## src/rtl/fb_rd_arbiter_if.sv

```systemverilog
// ============================================================================
//  Module   : fb_rd_arbiter_if
//  Purpose  : Bundles the two requester handshakes and the mem0 read port
//             that fb_rd_arbiter sits between.
//  Signals  :
//    r0_req/r0_addr/r0_gnt/r0_rvalid  requester 0 (VGA pixel stream)
//    r1_req/r1_addr/r1_gnt/r1_rvalid  requester 1 (LeNet capture path)
//    mem_en/mem_addr/mem_rdata        mem0 BRAM synchronous read port
//    rdata                            read data shared by both requesters
//    r1_starved                       pulse on entry to a forced r1 burst
//  Modports : slave  - arbiter view
//             master - requester/memory side view (testbench, top level)
//  Revision : 1.0 - initial release
// ============================================================================
`default_nettype none

interface fb_rd_arbiter_if;
  logic        r0_req;
  logic [18:0] r0_addr;
  logic        r0_gnt;
  logic        r0_rvalid;

  logic        r1_req;
  logic [18:0] r1_addr;
  logic        r1_gnt;
  logic        r1_rvalid;

  logic        mem_en;
  logic [18:0] mem_addr;
  logic [7:0]  mem_rdata;

  logic [7:0]  rdata;
  logic        r1_starved;

  modport slave (
    input  r0_req, r0_addr, r1_req, r1_addr, mem_rdata,
    output r0_gnt, r0_rvalid, r1_gnt, r1_rvalid,
    output mem_en, mem_addr, rdata, r1_starved
  );

  modport master (
    output r0_req, r0_addr, r1_req, r1_addr, mem_rdata,
    input  r0_gnt, r0_rvalid, r1_gnt, r1_rvalid,
    input  mem_en, mem_addr, rdata, r1_starved
  );
endinterface

`default_nettype wire

```

## src/rtl/fb_rd_arbiter.sv

```systemverilog
// ============================================================================
//  Module   : fb_rd_arbiter
//  Purpose  : Shares the single mem0 read port between the VGA pixel stream
//             (r0, fixed priority) and the LeNet capture path (r1). r1 gets
//             a bounded-latency burst after MAX_WAIT denied cycles.
//  Params   : READ_LAT  cycles from mem_en/mem_addr to valid mem_rdata (1..4)
//             MAX_WAIT  denied r1 cycles that force an r1 burst      (1..255)
//             BURST     max r1 grants per forced burst               (1..255)
//  Ports    : clk25     pixel clock
//             rst_n     asynchronous active-low reset
//             bus       fb_rd_arbiter_if.slave (requesters + mem0 port)
//  Revision : 1.0 - initial release
// ============================================================================
`default_nettype none

module fb_rd_arbiter #(
  parameter int unsigned READ_LAT = 1,
  parameter int unsigned MAX_WAIT = 16,
  parameter int unsigned BURST    = 4
) (
  input  wire logic      clk25,
  input  wire logic      rst_n,
  fb_rd_arbiter_if.slave bus
);

  // --------------------------------------------------------------------------
  // Constants
  // --------------------------------------------------------------------------
  localparam logic [0:0] c_ST_PRI0   = 1'b0;  // r0 has priority
  localparam logic [0:0] c_ST_FORCE1 = 1'b1;  // forced r1 burst

  localparam logic [7:0] c_MAX_WAIT  = 8'(MAX_WAIT);
  localparam logic [7:0] c_BURST     = 8'(BURST);
  localparam int         c_TAG_LAST  = int'(READ_LAT) - 1;

  // --------------------------------------------------------------------------
  // Declarations
  // --------------------------------------------------------------------------
  logic [0:0]  r_state;
  logic [0:0]  w_state_nxt;
  logic [7:0]  r_wait_cnt;
  logic [7:0]  w_wait_nxt;
  logic [7:0]  w_wait_inc;
  logic [7:0]  r_burst_cnt;
  logic [7:0]  w_burst_nxt;
  logic [7:0]  w_burst_inc;
  logic        w_starve_entry;
  logic        r_starved;

  logic        w_r0_gnt;
  logic        w_r1_gnt;
  logic        w_any_gnt;

  logic        r_mem_en;
  logic [18:0] r_mem_addr;
  logic        r_mem_own1;   // owner of the read currently presented to mem0

  // Owner tag pipeline, one entry per cycle of memory latency: {r1, r0}.
  logic [1:0]  r_tag [READ_LAT];

  // --------------------------------------------------------------------------
  // Grant selection (combinational from requests and state)
  // --------------------------------------------------------------------------
  always_comb begin
    w_r0_gnt = 1'b0;
    w_r1_gnt = 1'b0;
    if (r_state == c_ST_FORCE1) begin
      w_r1_gnt = bus.r1_req;
      w_r0_gnt = bus.r0_req & ~bus.r1_req;
    end else begin
      w_r0_gnt = bus.r0_req;
      w_r1_gnt = bus.r1_req & ~bus.r0_req;
    end
  end

  assign w_any_gnt  = w_r0_gnt | w_r1_gnt;
  assign bus.r0_gnt = w_r0_gnt;
  assign bus.r1_gnt = w_r1_gnt;

  // --------------------------------------------------------------------------
  // Anti-starvation state machine
  // --------------------------------------------------------------------------
  always_comb begin
    w_state_nxt    = r_state;
    w_wait_nxt     = r_wait_cnt;
    w_burst_nxt    = r_burst_cnt;
    w_starve_entry = 1'b0;
    w_wait_inc     = r_wait_cnt + 8'd1;
    w_burst_inc    = r_burst_cnt + 8'd1;

    case (r_state)
      c_ST_PRI0: begin
        w_burst_nxt = 8'd0;
        if (w_r1_gnt) begin
          w_wait_nxt = 8'd0;
        end else if (bus.r1_req) begin
          // The transition takes precedence over the count: the counter
          // lands on zero, ready for the next PRI0 episode.
          if (w_wait_inc == c_MAX_WAIT) begin
            w_state_nxt    = c_ST_FORCE1;
            w_wait_nxt     = 8'd0;
            w_starve_entry = 1'b1;
          end else begin
            w_wait_nxt = w_wait_inc;
          end
        end
      end

      default: begin
        // FORCE1: r1 is always granted while it requests, so every cycle
        // with r1_req high is a burst grant. Dropping r1_req ends the burst.
        w_wait_nxt = 8'd0;
        if (!bus.r1_req) begin
          w_state_nxt = c_ST_PRI0;
          w_burst_nxt = 8'd0;
        end else if (w_burst_inc == c_BURST) begin
          w_state_nxt = c_ST_PRI0;
          w_burst_nxt = 8'd0;
        end else begin
          w_burst_nxt = w_burst_inc;
        end
      end
    endcase
  end

  always_ff @(posedge clk25 or negedge rst_n) begin
    if (!rst_n) begin
      r_state     <= c_ST_PRI0;
      r_wait_cnt  <= 8'd0;
      r_burst_cnt <= 8'd0;
      r_starved   <= 1'b0;
    end else begin
      r_state     <= w_state_nxt;
      r_wait_cnt  <= w_wait_nxt;
      r_burst_cnt <= w_burst_nxt;
      r_starved   <= w_starve_entry;
    end
  end

  assign bus.r1_starved = r_starved;

  // --------------------------------------------------------------------------
  // mem0 request register: address holds its last value when idle
  // --------------------------------------------------------------------------
  always_ff @(posedge clk25 or negedge rst_n) begin
    if (!rst_n) begin
      r_mem_en   <= 1'b0;
      r_mem_addr <= 19'd0;
      r_mem_own1 <= 1'b0;
    end else begin
      r_mem_en   <= w_any_gnt;
      r_mem_own1 <= w_r1_gnt;
      if (w_r1_gnt) begin
        r_mem_addr <= bus.r1_addr;
      end else if (w_r0_gnt) begin
        r_mem_addr <= bus.r0_addr;
      end
    end
  end

  assign bus.mem_en   = r_mem_en;
  assign bus.mem_addr = r_mem_addr;

  // --------------------------------------------------------------------------
  // Owner tag pipeline. Stage 0 captures the owner of the read presented to
  // mem0 this cycle; the last stage lines up with valid mem_rdata. Only one
  // read enters per cycle, so the two valid bits are mutually exclusive and
  // returns come out in grant order. Reset flushes all in-flight tags.
  // --------------------------------------------------------------------------
  always_ff @(posedge clk25 or negedge rst_n) begin
    if (!rst_n) begin
      for (int i = 0; i < int'(READ_LAT); i++) begin
        r_tag[i] <= 2'b00;
      end
    end else begin
      r_tag[0] <= {r_mem_en & r_mem_own1, r_mem_en & ~r_mem_own1};
      for (int i = 1; i < int'(READ_LAT); i++) begin
        r_tag[i] <= r_tag[i-1];
      end
    end
  end

  assign bus.r0_rvalid = r_tag[c_TAG_LAST][0];
  assign bus.r1_rvalid = r_tag[c_TAG_LAST][1];

  // Read data is shared; the rvalid flags say who owns it.
  assign bus.rdata = bus.mem_rdata;

endmodule

`default_nettype wire

```

## src/flat_wrapper.sv

```systemverilog
// flat-port wrapper written by rule: the top's interface ports become plain ports
module fb_rd_arbiter_flat 
#(
  parameter int unsigned READ_LAT = 1,
  parameter int unsigned MAX_WAIT = 16,
  parameter int unsigned BURST    = 4
)
  (clk25, rst_n, bus_r0_req, bus_r0_addr, bus_r1_req, bus_r1_addr, bus_mem_rdata, bus_r0_gnt, bus_r0_rvalid, bus_r1_gnt, bus_r1_rvalid, bus_mem_en, bus_mem_addr, bus_rdata, bus_r1_starved);
  fb_rd_arbiter_if bus_i ();
  input  wire logic clk25;
  input  wire logic rst_n;
  input wire logic [$bits(bus_i.r0_req)-1:0] bus_r0_req;
  input wire logic [$bits(bus_i.r0_addr)-1:0] bus_r0_addr;
  input wire logic [$bits(bus_i.r1_req)-1:0] bus_r1_req;
  input wire logic [$bits(bus_i.r1_addr)-1:0] bus_r1_addr;
  input wire logic [$bits(bus_i.mem_rdata)-1:0] bus_mem_rdata;
  output wire logic [$bits(bus_i.r0_gnt)-1:0] bus_r0_gnt;
  output wire logic [$bits(bus_i.r0_rvalid)-1:0] bus_r0_rvalid;
  output wire logic [$bits(bus_i.r1_gnt)-1:0] bus_r1_gnt;
  output wire logic [$bits(bus_i.r1_rvalid)-1:0] bus_r1_rvalid;
  output wire logic [$bits(bus_i.mem_en)-1:0] bus_mem_en;
  output wire logic [$bits(bus_i.mem_addr)-1:0] bus_mem_addr;
  output wire logic [$bits(bus_i.rdata)-1:0] bus_rdata;
  output wire logic [$bits(bus_i.r1_starved)-1:0] bus_r1_starved;
  assign bus_i.r0_req = bus_r0_req;
  assign bus_i.r0_addr = bus_r0_addr;
  assign bus_i.r1_req = bus_r1_req;
  assign bus_i.r1_addr = bus_r1_addr;
  assign bus_i.mem_rdata = bus_mem_rdata;
  assign bus_r0_gnt = bus_i.r0_gnt;
  assign bus_r0_rvalid = bus_i.r0_rvalid;
  assign bus_r1_gnt = bus_i.r1_gnt;
  assign bus_r1_rvalid = bus_i.r1_rvalid;
  assign bus_mem_en = bus_i.mem_en;
  assign bus_mem_addr = bus_i.mem_addr;
  assign bus_rdata = bus_i.rdata;
  assign bus_r1_starved = bus_i.r1_starved;
  fb_rd_arbiter #(.READ_LAT(READ_LAT), .MAX_WAIT(MAX_WAIT), .BURST(BURST)) u_core (.clk25(clk25), .rst_n(rst_n), .bus(bus_i));
endmodule
```

## config.mk

```make
export PLATFORM = sky130hd
export DESIGN_NAME = fb_rd_arbiter_flat
export DESIGN_NICKNAME = d
export VERILOG_FILES = /design/src/rtl/fb_rd_arbiter_if.sv /design/src/rtl/fb_rd_arbiter.sv /design/src/flat_wrapper.sv
export SDC_FILE = /design/constraint.sdc
export NUM_CORES = 1
export LEC_CHECK = 0
export CAP_MARGIN = 25
export CORE_MARGIN = 2
export CORE_UTILIZATION = 46
export DETAILED_ROUTE_END_ITERATION = 7
export PLACE_DENSITY = 0.95
export SETUP_SLACK_MARGIN = 0.3
export SLEW_MARGIN = 20
export SYNTH_ARGS = -nofsm -noshare
export SYNTH_HDL_FRONTEND = slang
export SYNTH_SLANG_ARGS = --single-unit
```

## constraint.sdc

```tcl
create_clock -name clk25 -period 3.63 [get_ports clk25]
set_clock_uncertainty 0.1 [all_clocks]
set_input_delay 0.9075 -clock clk25 [delete_from_list [all_inputs] [get_ports clk25]]
set_output_delay 0.9075 -clock clk25 [all_outputs]
set_load 0.005 [all_outputs]
```

==> metrics.md <==
| Metric | Value |
|---|---|
| Initial antenna violation count | `0` |
| Drc violations | `0` |
| Share of the synthesized area in the top cell type | `about 51%` |
| Setup Crit Path Kind | `in2out` |
| Chip height | `70.2 um` |
| Post-synthesis async set-or-reset flop share | `100%` |
| Final ANT Viol Nets | `0` |
| Status | `finished, final reports clean` |
| Post-synth EDFFs | `0` |
| Worst hold endpoint | `u_core.r_tag[0]` |
| PostCTS Resize Cnt | `0` |
| Top Metal Used | `met4` |
| Die X | `70.2 um` |
| Placer Congestion | `0.860` |
| Syn avg cell area | `9.56 um2` |
| Total CTS buffers | `5` |
| Period utilisation layout | `89.0%` |
| H-tree depth | `2` |
| Starting Density | `47.0%` |
| Post-synthesis sequential area ratio | `between 50% and 60%` |
| Maximum vdd drop | `329 uV` |
| Core area | `0.00429 mm2` |
| End of the worst register-to-register path | `u_core.r_wait_cnt[4]` |
| Die ar. | `0.00493 mm2` |
| Vias in the first global route | `1,803` |
| Origin of the critical flop-to-flop path | `u_core.r_wait_cnt[0]` |
| Slew headroom | `42.1%` |
| Post-synth cell types | `39` |
| Yosys reg bits | `41` |
| CTS Buffer Depth | `2` |
| Pin count of the biggest net entering global routing | `42` |
| Worst hold start | `u_core.r_mem_own1` |
| Final setup fails | `0` |
| Worst hold path class | `reg2reg` |
| Clk sinks | `41` |
| Tmin final | `around 3.2 ns` |
| Layout Nets | `322` |
| Pwr/cell area | `slightly below 400 mW/mm2` |
| Leak | `~0.0011 uW` |
| Met3 WL | `440 um` |
| Clk_lat worst skew | `between 0.2 and 0.3 ns` |
| Layout cells sized above 1 | `7.81%` |
| Worst-Margin Slew | `0.869 ns` |
| Post-DR vias/cell | `~5.5` |
| Crit. Startpoint | `bus_r0_req` |
| Met2 wire len | `roughly 2600 um` |
| Cts hold-fix bufs | `0` |
| Crit. End Element | `primary output` |
| Rows | `24` |
| Fmax | `around 0.31 GHz` |
| Overflow after GRT | `0` |
| TritonCTS clock tree | `built` |
| Worst hold path depth | `1` |
| # port buffers | `66` |
| Drt pass-1 iters | `5` |
| Per-cell routed wire length | `16.0 um` |
| Final hold slack | `between 0.3 and 0.4 ns` |
| Hold violation count in the final report | `0` |
| Max Cap Viol | `0` |
| Post-synth top flop | `dfrtp_1` |
| Synthesis-to-finish area growth | `36.1%` |
| Number of max-slew violations in the final report | `0` |
| Worst-path clk slew | `approximately 0.080 ns` |
| CP startpoint kind | `input pin` |
| HPWL after DPL | `~3500 um` |
| Net count after synthesis | `about 260` |
| GRT Total Usage | `a little over a fifth` |
| Post-CTS Setup Bufs | `0` |
| Routed vias | `between 1,500 and 2,000` |
| Reg2Reg Depth | `5` |
| Global-route wire length before repair | `approximately 8500 um` |
| Met1 WL | `2000 um` |
| Critical path required time | `2.62 ns` |
| CP max FO | `11` |
| Yosys top cell by area | `dfrtp_1` |
| Unrepaired setup endpoints after global routing | `no` |
| DRT Wirelength | `roughly 5100 um` |
| Io pins | `83` |
| Ys Warns | `0` |
| Synthesized instance count | `211` |
| Crit path DAT | `2.22 ns` |
| Dominant cells by area after synthesis | `dfrtp_1, nor2_1, o22ai_1, buf_4, nand3_1` |
| Synthesized area | `0.00202 mm2` |
| Post-route setup TNS | `0 ns` |
| Slack of the worst reg-to-reg path | `1.89 ns` |
| Antenna cells | `0` |
| Clk root buf | `clkbuf_8` |
| DR iter-0 viols | `138` |
## cells by family (layout without fill, tap and decap cells)
kind of cell | Yosys count | after routing | synth area share (%)
AOI/OAI and AO/OA | 39 | 39 | 12.8
muxes | 4 | 4 | 2.11
buffers and inverters | 23 | 81 | 7.20
and+or+nand+nor | 94 | 94 | 22.1
DFF | 41 | 41 | 50.9
adders and majority gates | 3 | 3 | 1.86
xor gates and xnor gates | 7 | 7 | 3.04
## critical path, stage by stage
cell             delay (ns)
clkdlybuf4s50_1        0.49
buf_4                  0.19
nand2_2                0.07
inv_1                  0.05
clkdlybuf4s50_1        0.50
## area by class of cell
cell class	count	area, um2
clock buffer	5	68.8
multi-input combinational	147	846
fill	289	1550
inverter	3	11.3
timing repair buffer	71	693
tap	52	65.1
clock inverter	2	35.0
sequential	41	1030
## layout by cell type (no fill, tap or decap), drive strengths merged, types with 2 or more instances in the layout
cell type | netlist | routed
clkdlybuf4s50 | 0 | 65
nor2 | 50 | 50
dfrtp | 41 | 41
o22ai | 19 | 19
nand2 | 10 | 10
nand3 | 10 | 10
o21ai | 6 | 6
buf | 16 | 6
nand2b | 5 | 5
xor2 | 5 | 5
a21oi | 5 | 5
clkbuf | 4 | 5
nor3 | 4 | 4
nor2b | 4 | 4
inv | 3 | 3
and3 | 3 | 3
ha | 3 | 3
nor4b | 2 | 2
xnor2 | 2 | 2
nor3b | 2 | 2
mux2i | 2 | 2
mux2 | 2 | 2
o21a | 2 | 2
and2 | 2 | 2
## synthesized netlist by cell type, types with 2 or more instances
cell type and instances:
a21oi_1 5, mux2i_1 2, nor3b_1 2, o22ai_1 19
nor4b_1 2, buf_4 13, xor2_1 5, inv_1 3
dfrtp_1 41, nor2b_1 4, and3_1 3, nand2b_1 5
o21a_1 2, nand2_1 9, ha_1 3, xnor2_1 2
clkbuf_1 3, nor2_1 50, o21ai_0 6, nor3_1 4
nand3_1 9, mux2_2 2
## report_power, final
group          switching [uW]  total (uW)  internal [uW]
clock                     154         354            200
combinational            82.0         207            125
sequential               39.0         530            491
## worst max-delay path by stage
stage / slack (ns) / depth (start not counted) / endpoint
3_5_place_dp: 0.42 / 5 / bus_r0_gnt
6_report: 0.40 / 5 / bus_r0_gnt
4_1_cts: 0.40 / 5 / bus_r0_gnt
2_1_floorplan: 1.04 / 5 / bus_r0_gnt
5_1_grt: 0.33 / 5 / bus_r0_gnt
3_3_place_gp: 0.44 / 5 / bus_r0_gnt
## layer usage
metal / track usage (%) / vias to the layer above
met1: 26.9 / 843
li1: - / 821
met5: 0 / -
met2: 36.6 / 97
met4: 8.97 / 0
met3: 6.20 / 12
## stage by stage
step	power (uW)	instance area [um2]	util, %	cells	worst slack [ns]
floorplan	633	2020	-	211	1.04
global placement	730	2640	61.5	314	0.440
detailed placement	740	2640	61.5	314	0.423
CTS	1090	2750	63.9	321	0.397
global route	1140	2750	63.9	321	0.329
finish	1090	2750	63.9	321	0.400
## flip-flops by register name (all words and copies together) (netlist names)
signal / flops
u_core.bus.mem_addr: 19
u_core.bus.mem_en: 1
u_core.bus.r1_starved: 1
u_core.r_burst_cnt: 8
u_core.r_mem_own1: 1
u_core.r_state: 1
u_core.r_tag: 2
u_core.r_wait_cnt: 8
Note: power is estimated with default switching activity, not from simulation.
